File: src/rtl/ones_cnt_pkg.sv
// Shared types and helpers for the round-robin ones-count scheduler.
package ones_cnt_pkg;

    localparam int unsigned N_REQ_DEF  = 4;
    localparam int unsigned DATA_W_DEF = 8;
    localparam int unsigned RR_MAX     = 32;
    localparam int unsigned RR_IDX_W   = 5;

    typedef enum logic [1:0] {
        IDLE,
        SHIFT,
        DONE
    } sched_state_e;

    // First valid index at or after ptr, wrapping modulo n; returns 0 if none valid.
    function automatic int unsigned rr_pick(
        input logic [RR_MAX-1:0] valid,
        input int unsigned       ptr,
        input int unsigned       n = N_REQ_DEF
    );
        int unsigned idx;
        logic        found;
        rr_pick = 0;
        found   = 1'b0;
        for (int unsigned k = 0; k < RR_MAX; k++) begin
            if (k < n && !found) begin
                idx = ptr + k;
                if (idx >= n) begin
                    idx = idx - n;
                end
                if (valid[idx[RR_IDX_W-1:0]]) begin
                    rr_pick = idx;
                    found   = 1'b1;
                end
            end
        end
    endfunction

endpackage

File: src/rtl/ones_count_serial.sv
// Bit-serial ones accumulator: the shared counting datapath.
module ones_count_serial
    import ones_cnt_pkg::*;
#(
    parameter int unsigned CNT_W = 4
) (
    input  logic             clk,
    input  logic             reset,
    input  logic             clr,
    input  logic             en,
    input  logic             din,
    output logic [CNT_W-1:0] count
);

    logic [CNT_W-1:0] count_q;
    logic [CNT_W-1:0] count_d;

    always_comb begin
        count_d = count_q;
        if (clr) begin
            count_d = '0;
        end else if (en) begin
            count_d = count_q + CNT_W'(din);
        end
    end

    always_ff @(posedge clk or posedge reset) begin
        if (reset) begin
            count_q <= '0;
        end else begin
            count_q <= count_d;
        end
    end

    assign count = count_q;

endmodule

File: src/rtl/ones_count_sched.sv
// Round-robin scheduler sharing one serial ones counter among N_REQ requesters.
module ones_count_sched
    import ones_cnt_pkg::*;
#(
    parameter int unsigned N_REQ  = N_REQ_DEF,
    parameter int unsigned DATA_W = DATA_W_DEF,
    parameter int unsigned CNT_W  = $clog2(DATA_W + 1),
    parameter int unsigned ID_W   = $clog2(N_REQ)
) (
    input  logic                      clk,
    input  logic                      reset,
    input  logic [N_REQ-1:0]          req_valid,
    input  logic [N_REQ*DATA_W-1:0]   req_data,
    output logic [N_REQ-1:0]          req_ready,
    output logic                      rsp_valid,
    input  logic                      rsp_ready,
    output logic [ID_W-1:0]           rsp_id,
    output logic [CNT_W-1:0]          rsp_count,
    output logic                      busy
);

    sched_state_e      state_q, state_d;
    logic [DATA_W-1:0] shreg_q, shreg_d;
    logic [CNT_W-1:0]  bit_cnt_q, bit_cnt_d;
    logic [ID_W-1:0]   rr_ptr_q, rr_ptr_d;
    logic [ID_W-1:0]   id_q, id_d;
    logic [ID_W-1:0]   winner;
    logic [DATA_W-1:0] sel_word;
    logic              cnt_clr;
    logic              cnt_en;
    logic [CNT_W-1:0]  cnt_val;

    assign winner = ID_W'(rr_pick(RR_MAX'(req_valid), 32'(rr_ptr_q), N_REQ));

    always_comb begin
        sel_word = '0;
        for (int unsigned i = 0; i < N_REQ; i++) begin
            if (ID_W'(i) == winner) begin
                sel_word = req_data[i*DATA_W +: DATA_W];
            end
        end
    end

    // Grant is gated by reset so req_ready reads zero while reset is held.
    always_comb begin
        state_d   = state_q;
        shreg_d   = shreg_q;
        bit_cnt_d = bit_cnt_q;
        rr_ptr_d  = rr_ptr_q;
        id_d      = id_q;
        req_ready = '0;
        rsp_valid = 1'b0;
        cnt_clr   = 1'b0;
        cnt_en    = 1'b0;
        case (state_q)
            IDLE: begin
                if (|req_valid && !reset) begin
                    req_ready[winner] = 1'b1;
                    shreg_d           = sel_word;
                    id_d              = winner;
                    cnt_clr           = 1'b1;
                    bit_cnt_d         = '0;
                    state_d           = SHIFT;
                end
            end
            SHIFT: begin
                cnt_en    = 1'b1;
                shreg_d   = shreg_q >> 1;
                bit_cnt_d = bit_cnt_q + 1'b1;
                if (bit_cnt_q == CNT_W'(DATA_W - 1)) begin
                    state_d = DONE;
                end
            end
            DONE: begin
                rsp_valid = 1'b1;
                if (rsp_ready) begin
                    rr_ptr_d = (id_q == ID_W'(N_REQ - 1)) ? '0 : id_q + 1'b1;
                    state_d  = IDLE;
                end
            end
            default: state_d = IDLE;
        endcase
    end

    always_ff @(posedge clk or posedge reset) begin
        if (reset) begin
            state_q   <= IDLE;
            shreg_q   <= '0;
            bit_cnt_q <= '0;
            rr_ptr_q  <= '0;
            id_q      <= '0;
        end else begin
            state_q   <= state_d;
            shreg_q   <= shreg_d;
            bit_cnt_q <= bit_cnt_d;
            rr_ptr_q  <= rr_ptr_d;
            id_q      <= id_d;
        end
    end

    ones_count_serial #(
        .CNT_W(CNT_W)
    ) u_counter (
        .clk  (clk),
        .reset(reset),
        .clr  (cnt_clr),
        .en   (cnt_en),
        .din  (shreg_q[0]),
        .count(cnt_val)
    );

    assign rsp_id    = id_q;
    assign rsp_count = cnt_val;
    assign busy      = (state_q != IDLE);

endmodule

File: config.mk
export PLATFORM = sky130hd
export DESIGN_NAME = ones_count_sched
export DESIGN_NICKNAME = d
export VERILOG_FILES = /design/src/rtl/ones_cnt_pkg.sv /design/src/rtl/ones_count_serial.sv /design/src/rtl/ones_count_sched.sv
export SDC_FILE = /design/constraint.sdc
export NUM_CORES = 1
export LEC_CHECK = 0
export CAP_MARGIN = 40
export CORE_MARGIN = 4
export CORE_UTILIZATION = 30
export CTS_CLUSTER_SIZE = 24
export DETAILED_ROUTE_END_ITERATION = 8
export PLACE_DENSITY_LB_ADDON = 0.3
export REMOVE_ABC_BUFFERS = 1
export SYNTH_ARGS = -nofsm -noshare
export SYNTH_HDL_FRONTEND = slang
export SYNTH_SLANG_ARGS = --single-unit
export TNS_END_PERCENT = 50
File: constraint.sdc
create_clock -name clk -period 5.1 [get_ports clk]
set_input_delay 0.765 -clock clk [delete_from_list [all_inputs] [get_ports clk]]
set_output_delay 0.765 -clock clk [all_outputs]
set_load 0.02 [all_outputs]
Word-level counts from Yosys, hierarchy flattened --
Index checks and enable logic that the tools add are counted. Widths: inputs -> output; s select.
Word-level totals: register bits after elaboration 22, latch bits 0, RAM bits 0, bits in read-only memories 0, bits of input ports 39, output and inout port bits 12, logic and storage cells 99, memories kept 0
Cells by class: add/subtract/negate cells 10, multipliers 0, divide/modulo/power cells 0, $lt $le $gt $ge 10, equal/unequal tests 10, shifts and indexed selects 0, muxes and demuxes 50, bitwise logic cells 0, reductions and logical operators 13
Operators by type and width (number):
- $mux 8 | 5
- $mux 5 | 7
- $lt 5x6->1 const B | 4
- $mux 2 | 11
- $bmux 1 s5 | 4
- $mux 4 | 5
- $pmux 8 s2 | 1
- $mux 1 | 14
- $sub 3x3->4 const B | 3
- $ge 3x3->1 const B | 3
- $pmux 4 s2 | 1
- $add 2x2->3 const B | 2
- $ne 2x2->1 const B | 3
- $pmux 2 s3 | 1
- $reduce_and 2->1 | 3
- $reduce_bool 2->1 | 3
- $add 4x1->4 | 1
- $add 4x1->4 const B | 1
- $eq 2x2->1 const A | 2
- $eq 2x2->1 const B | 2
- $eq 4x3->1 const B | 1
- $logic_not 2->1 | 2
- $reduce_or 4->1 | 1
- $sub 2x3->4 const B | 1
- 11 further kinds | 12

Logic depth before layout (Yosys ltp) --
depth after elaboration 27, depth in mapped cells 11, mapped depth without buffers 8

Modules after synthesis --
Synthesis repeated with hierarchy kept, for this count alone.
Second synthesis, totals: cell total of the unflattened synthesis 179, area, all modules 1731.7 um^2
Modules (own cells, without submodules):
- ones_count_sched | times used 1, cells an instance 161, area each 1521.5 um^2
- ones_count_serial | times used 1, cells an instance 18, area each 210.2 um^2

Least setup slack after synthesis --
No wires, ideal clock.
kind reg2out, start register rr_ptr_q[0], end output req_ready[2], data arrival time 2775 ps, data required time 4335 ps, setup slack 1560 ps, stages on the path, launching flop included 12, cell sequence dfrtp_1 > buf_4 > inv_1 > ha_1 > buf_6 > mux2_4 > a22o_1 > a2111oi_4 > or3_4 > buf_6 > nand2_1 > nor2_1
Between the ends: cells in the longest elaborated chain, start to end 18, elaborated cells between the ends (all ways) 45
Ends and longest elaborated chain:
- from (decl) | RTL line ones_count_sched.sv:25 | logic [ID_W-1:0] rr_ptr_q, rr_ptr_d;
- from (signal assigned) | RTL line ones_count_sched.sv:96 | rr_ptr_q <= rr_ptr_d;
- $add 2x1->3 | RTL line ones_cnt_pkg.sv:27 | idx = ptr + k;
- $sub 3x3->4 or $ge 3x3->1 (tied branches) | RTL line ones_cnt_pkg.sv:29, ones_cnt_pkg.sv:28
- $mux 5 | RTL line ones_cnt_pkg.sv:28 | if (idx >= n) begin
- $mux 5 | RTL line ones_cnt_pkg.sv:26 | if (k < n && !found) begin
- $bmux 1 s5 | RTL line ones_cnt_pkg.sv:31 | if (valid[idx[RR_IDX_W-1:0]]) begin
- $mux 1 (implied by the code) | RTL line ones_cnt_pkg.sv:31
- $mux 2 | RTL line ones_cnt_pkg.sv:31
- $mux 2 | RTL line ones_cnt_pkg.sv:26
- (+2 left out)
- $mux 2 | RTL line ones_cnt_pkg.sv:31
- $mux 2 (*) | RTL line ones_cnt_pkg.sv:26
- $lt 2x3->1 (implied by the code) or $ge 2x1->1 (tied branches) | RTL line ones_count_sched.sv:58 | req_ready[winner] = 1'b1;
- $logic_and 1x1->1 (implied by the code) | RTL line ones_count_sched.sv:58
- $mux 1 (implied by the code) | RTL line ones_count_sched.sv:58
- $demux 1 s2 (*) | RTL line ones_count_sched.sv:58
- $mux 4 (*) | RTL line ones_count_sched.sv:57 | if (|req_valid && !reset) begin
- $mux 4 (*) | RTL line ones_count_sched.sv:55 | case (state_q)
- to (decl) | RTL line ones_count_sched.sv:14 | output logic [N_REQ-1:0] req_ready,
Mark *: on every way between the ends. The rest lies on a longest branch, timed or not. The select of a mux whose other input is x is not followed.

Worst setup path in the final report --
start register rr_ptr_q[1], end output req_ready[2]
The elaborated chain is that of the path after synthesis.

==> metrics.yaml <==
run_status:
  outcome: "finished, final reports clean"
synth:
  synth.distinct_cells: 53
  ys_warn_count: 0
  syn-cell-area_um2: 1754
  synth-edff-count: 0
  ys_ff_latch: 22
  synthCells: 197
  synth_ff_type: "dfrtp_1"
  async_flop_share: 1.000
  avgSynthCellArea_um2: 8.904
  ys_seq_area_frac: 0.3138
hold_path:
  min_from: "u_counter.count[3]$_DFFE_PP0P_"
  min_path_type: "reg2reg"
  hold_path_depth: 1
  whs_endpoint: "u_counter.count[3]$_DFFE_PP0P_"
worst_setup_path:
  r2r_start: "rr_ptr_q[1]$_DFFE_PP0P_"
  cp.arrival_ps: 3950
  end_kind: "output pin"
  reg2reg_depth: 8
  critPathLaunch: "rr_ptr_q[1]$_DFFE_PP0P_"
  critPathMaxStageDelay_ps: 760
  crit_chain: "inv_1 -> ha_1 -> mux2_1 -> a22o_1 -> a2111oi_4 -> or3_4 -> nand2_1 -> nor2_1 -> clkdlybuf4s50_1"
  reg2reg_slack_ps: 1850
  cp-start-kind: "flop"
  r2r-end: "shreg_q[6]$_DFFE_PP0P_"
  crit_required_ps: 4340
  crit_type: "reg2out"
  worstPathMaxFanout: 15
  critPathSlowestCell: "a2111oi_4"
route:
  firstDrtPassIters: 4
  drc: 0
  viasPerCell: 5.334
  vias: 1675
  ant_nets: 0
  wl_per_cell_um: 15.81
  routed_wl_mm: 4.965
  drtIter0Drc: 120
clocking:
  postCtsSetupBuffers: 0
  cts_buffers: 3
  cts_resized: 0
  cts-root-buf: "clkbuf_8"
  cts.sinks: 22
  htreeDepth: 1
  ctsHoldBuffers: 0
  insertion_delay_ps: 260
  ctsLongestPathBuffers: 2
  cts.clk_slew.worst_paths_ps: 80
  cts_tree: "built"
power_and_ir_drop:
  p_leak_nw: 0.9100
  power.density_nw_per_um2: 564.0
  peakVddDrop_v: 0.0002039
  power_mw: 1.335
global_routing:
  grt_pass1_wl_mm: 7.776
  antenna_found_initial: 0
  grt_pass1_vias: 1556
  grt_remaining_overflow: 0
  grt_start_max_net_pins: 17
  grt.total_usage: 0.1355
timing:
  post-route-period-util: 0.9239
  rsz0062_at_grt: "no"
  min_period_ps: 4712
  finalHoldViolCount: 0
  finClkSkew_ps: 4.001
  fmax_mhz: 212.2
  max_slew_margin: 0.4498
  tightest_slew_ps: 825.3
  setup_viol: 0
  tns_ps: 0
  slew_viol_final: 0
floorplanning:
  rows: 27
  core_area_um2: 5574
  die_area_um2: 7134
  die-height_um: 84.47
  die_w_um: 84.47
  ioPinCount: 51
  start_util: 0.3147
layout:
  nets: 291
  antennaDiodeCount: 0
  mostFrequentLayoutCell: "clkdlybuf4s50_1"
  final_cell_mix: "50 x clkdlybuf4s50_1, 22 x dfrtp_1, 20 x nand2_1"
  synthToLayoutAreaGrowth_pct: 34.95
  drive_gt1_frac: 0.1281
placement:
  port_buffers: 50
  gp_congestion: 0.8023
  dp_hpwl_mm: 3.725
flow_run:
  drv_cap: 0
-- cell usage after synthesis (all sizes together) (2+ instances only) --
cell    instances  area (um2)
o31ai           8       60.06
nor3            3       20.02
o21ai          14       70.06
and3            3       23.77
mux2            6       71.31
nor2           13       48.80
o221ai          6       52.55
a211oi          6       70.07
nor2b           3       18.77
mux2i           4       40.04
buf             5       42.53
nand2b          3       18.77
o22ai           6       37.54
nor4b           7       61.31
nand3           8       45.04
or3             2       17.52
inv            10       37.54
ha              8       100.1
nand2          20       75.07
nand4           2       12.51
dfrtp          22       550.5
clkbuf          9       33.78
a21oi           9       45.04
-- metal layers --
| metal | track usage | vias to the layer above | share of wire |
|---|---|---|---|
| met2 | 0.2001 | 59 | 0.46 |
| met3 | 0.03238 | 7 | 0.063 |
| met4 | 0.04317 | 0 | 0.017 |
| met5 | 0 | - | 0 |
| li1 | - | 837 | - |
| met1 | 0.1940 | 772 | 0.46 |
-- through the flow --
step	cell area [um2]	utilization	setup WS [ps]	hold slack (ps)	std cells
floorplan	1678	-	1198	448.3	183
detailed placement	2326	0.4173	424.5	480.0	311
CTS	2367	0.4247	374.0	491.9	314
global placement	2311	0.4146	511.8	474.7	310
global route	2367	0.4247	172.9	505.5	314
finish	2367	0.4247	387.9	487.5	314
-- critical path, delay by kind of cell (launching register included) --
family / cells / cell delay (ps)
mux: 1 / 360
buf+inv: 2 / 750
flops: 1 / 520
fa+ha+maj: 1 / 490
simple gates: 3 / 550
compound gates: 2 / 1000
-- cell type report --
| cell class | count | area (um2) |
|---|---|---|
| Timing Repair Buffer | 56 | 553.0 |
| Clock buffer | 3 | 41.29 |
| Multi-Input combinational cell | 151 | 1095 |
| Fill cell | 559 | 3207 |
| Inverter | 10 | 37.54 |
| Sequential cell | 22 | 550.5 |
| Tap cell | 72 | 90.09 |
-- sequential cells by signal (all words and copies together), names as in the netlist --
signal and flops:
rr_ptr_q 2, shreg_q 8, u_counter.count 4, bit_cnt_q 4, rsp_id 2, state_q 2
-- cell families after synthesis --
logic type,synth area share
buffers and inverters,0.06490
AOI/OAI and AO/OA,0.2839
DFF,0.3138
adders and majority gates,0.05706
muxes,0.06348
and+or+nand+nor,0.2168
-- power breakdown --
part / switching (mW) / internal [mW]
logic: 0.526 / 0.386
registers: 0.0579 / 0.254
clock network: 0.0585 / 0.0528
total: 0.642 / 0.693
-- worst max-delay path by stage --
stage | to | slack, ps | cells past startpoint
finish | req_ready[2] | 390 | 9
global route | req_ready[2] | 170 | 9
CTS | req_ready[0] | 370 | 8
detailed placement | req_ready[0] | 420 | 8
global placement | req_ready[2] | 510 | 9
floorplan | req_ready[2] | 1200 | 8
No activity file was read; power rests on OpenSTA's default activity.
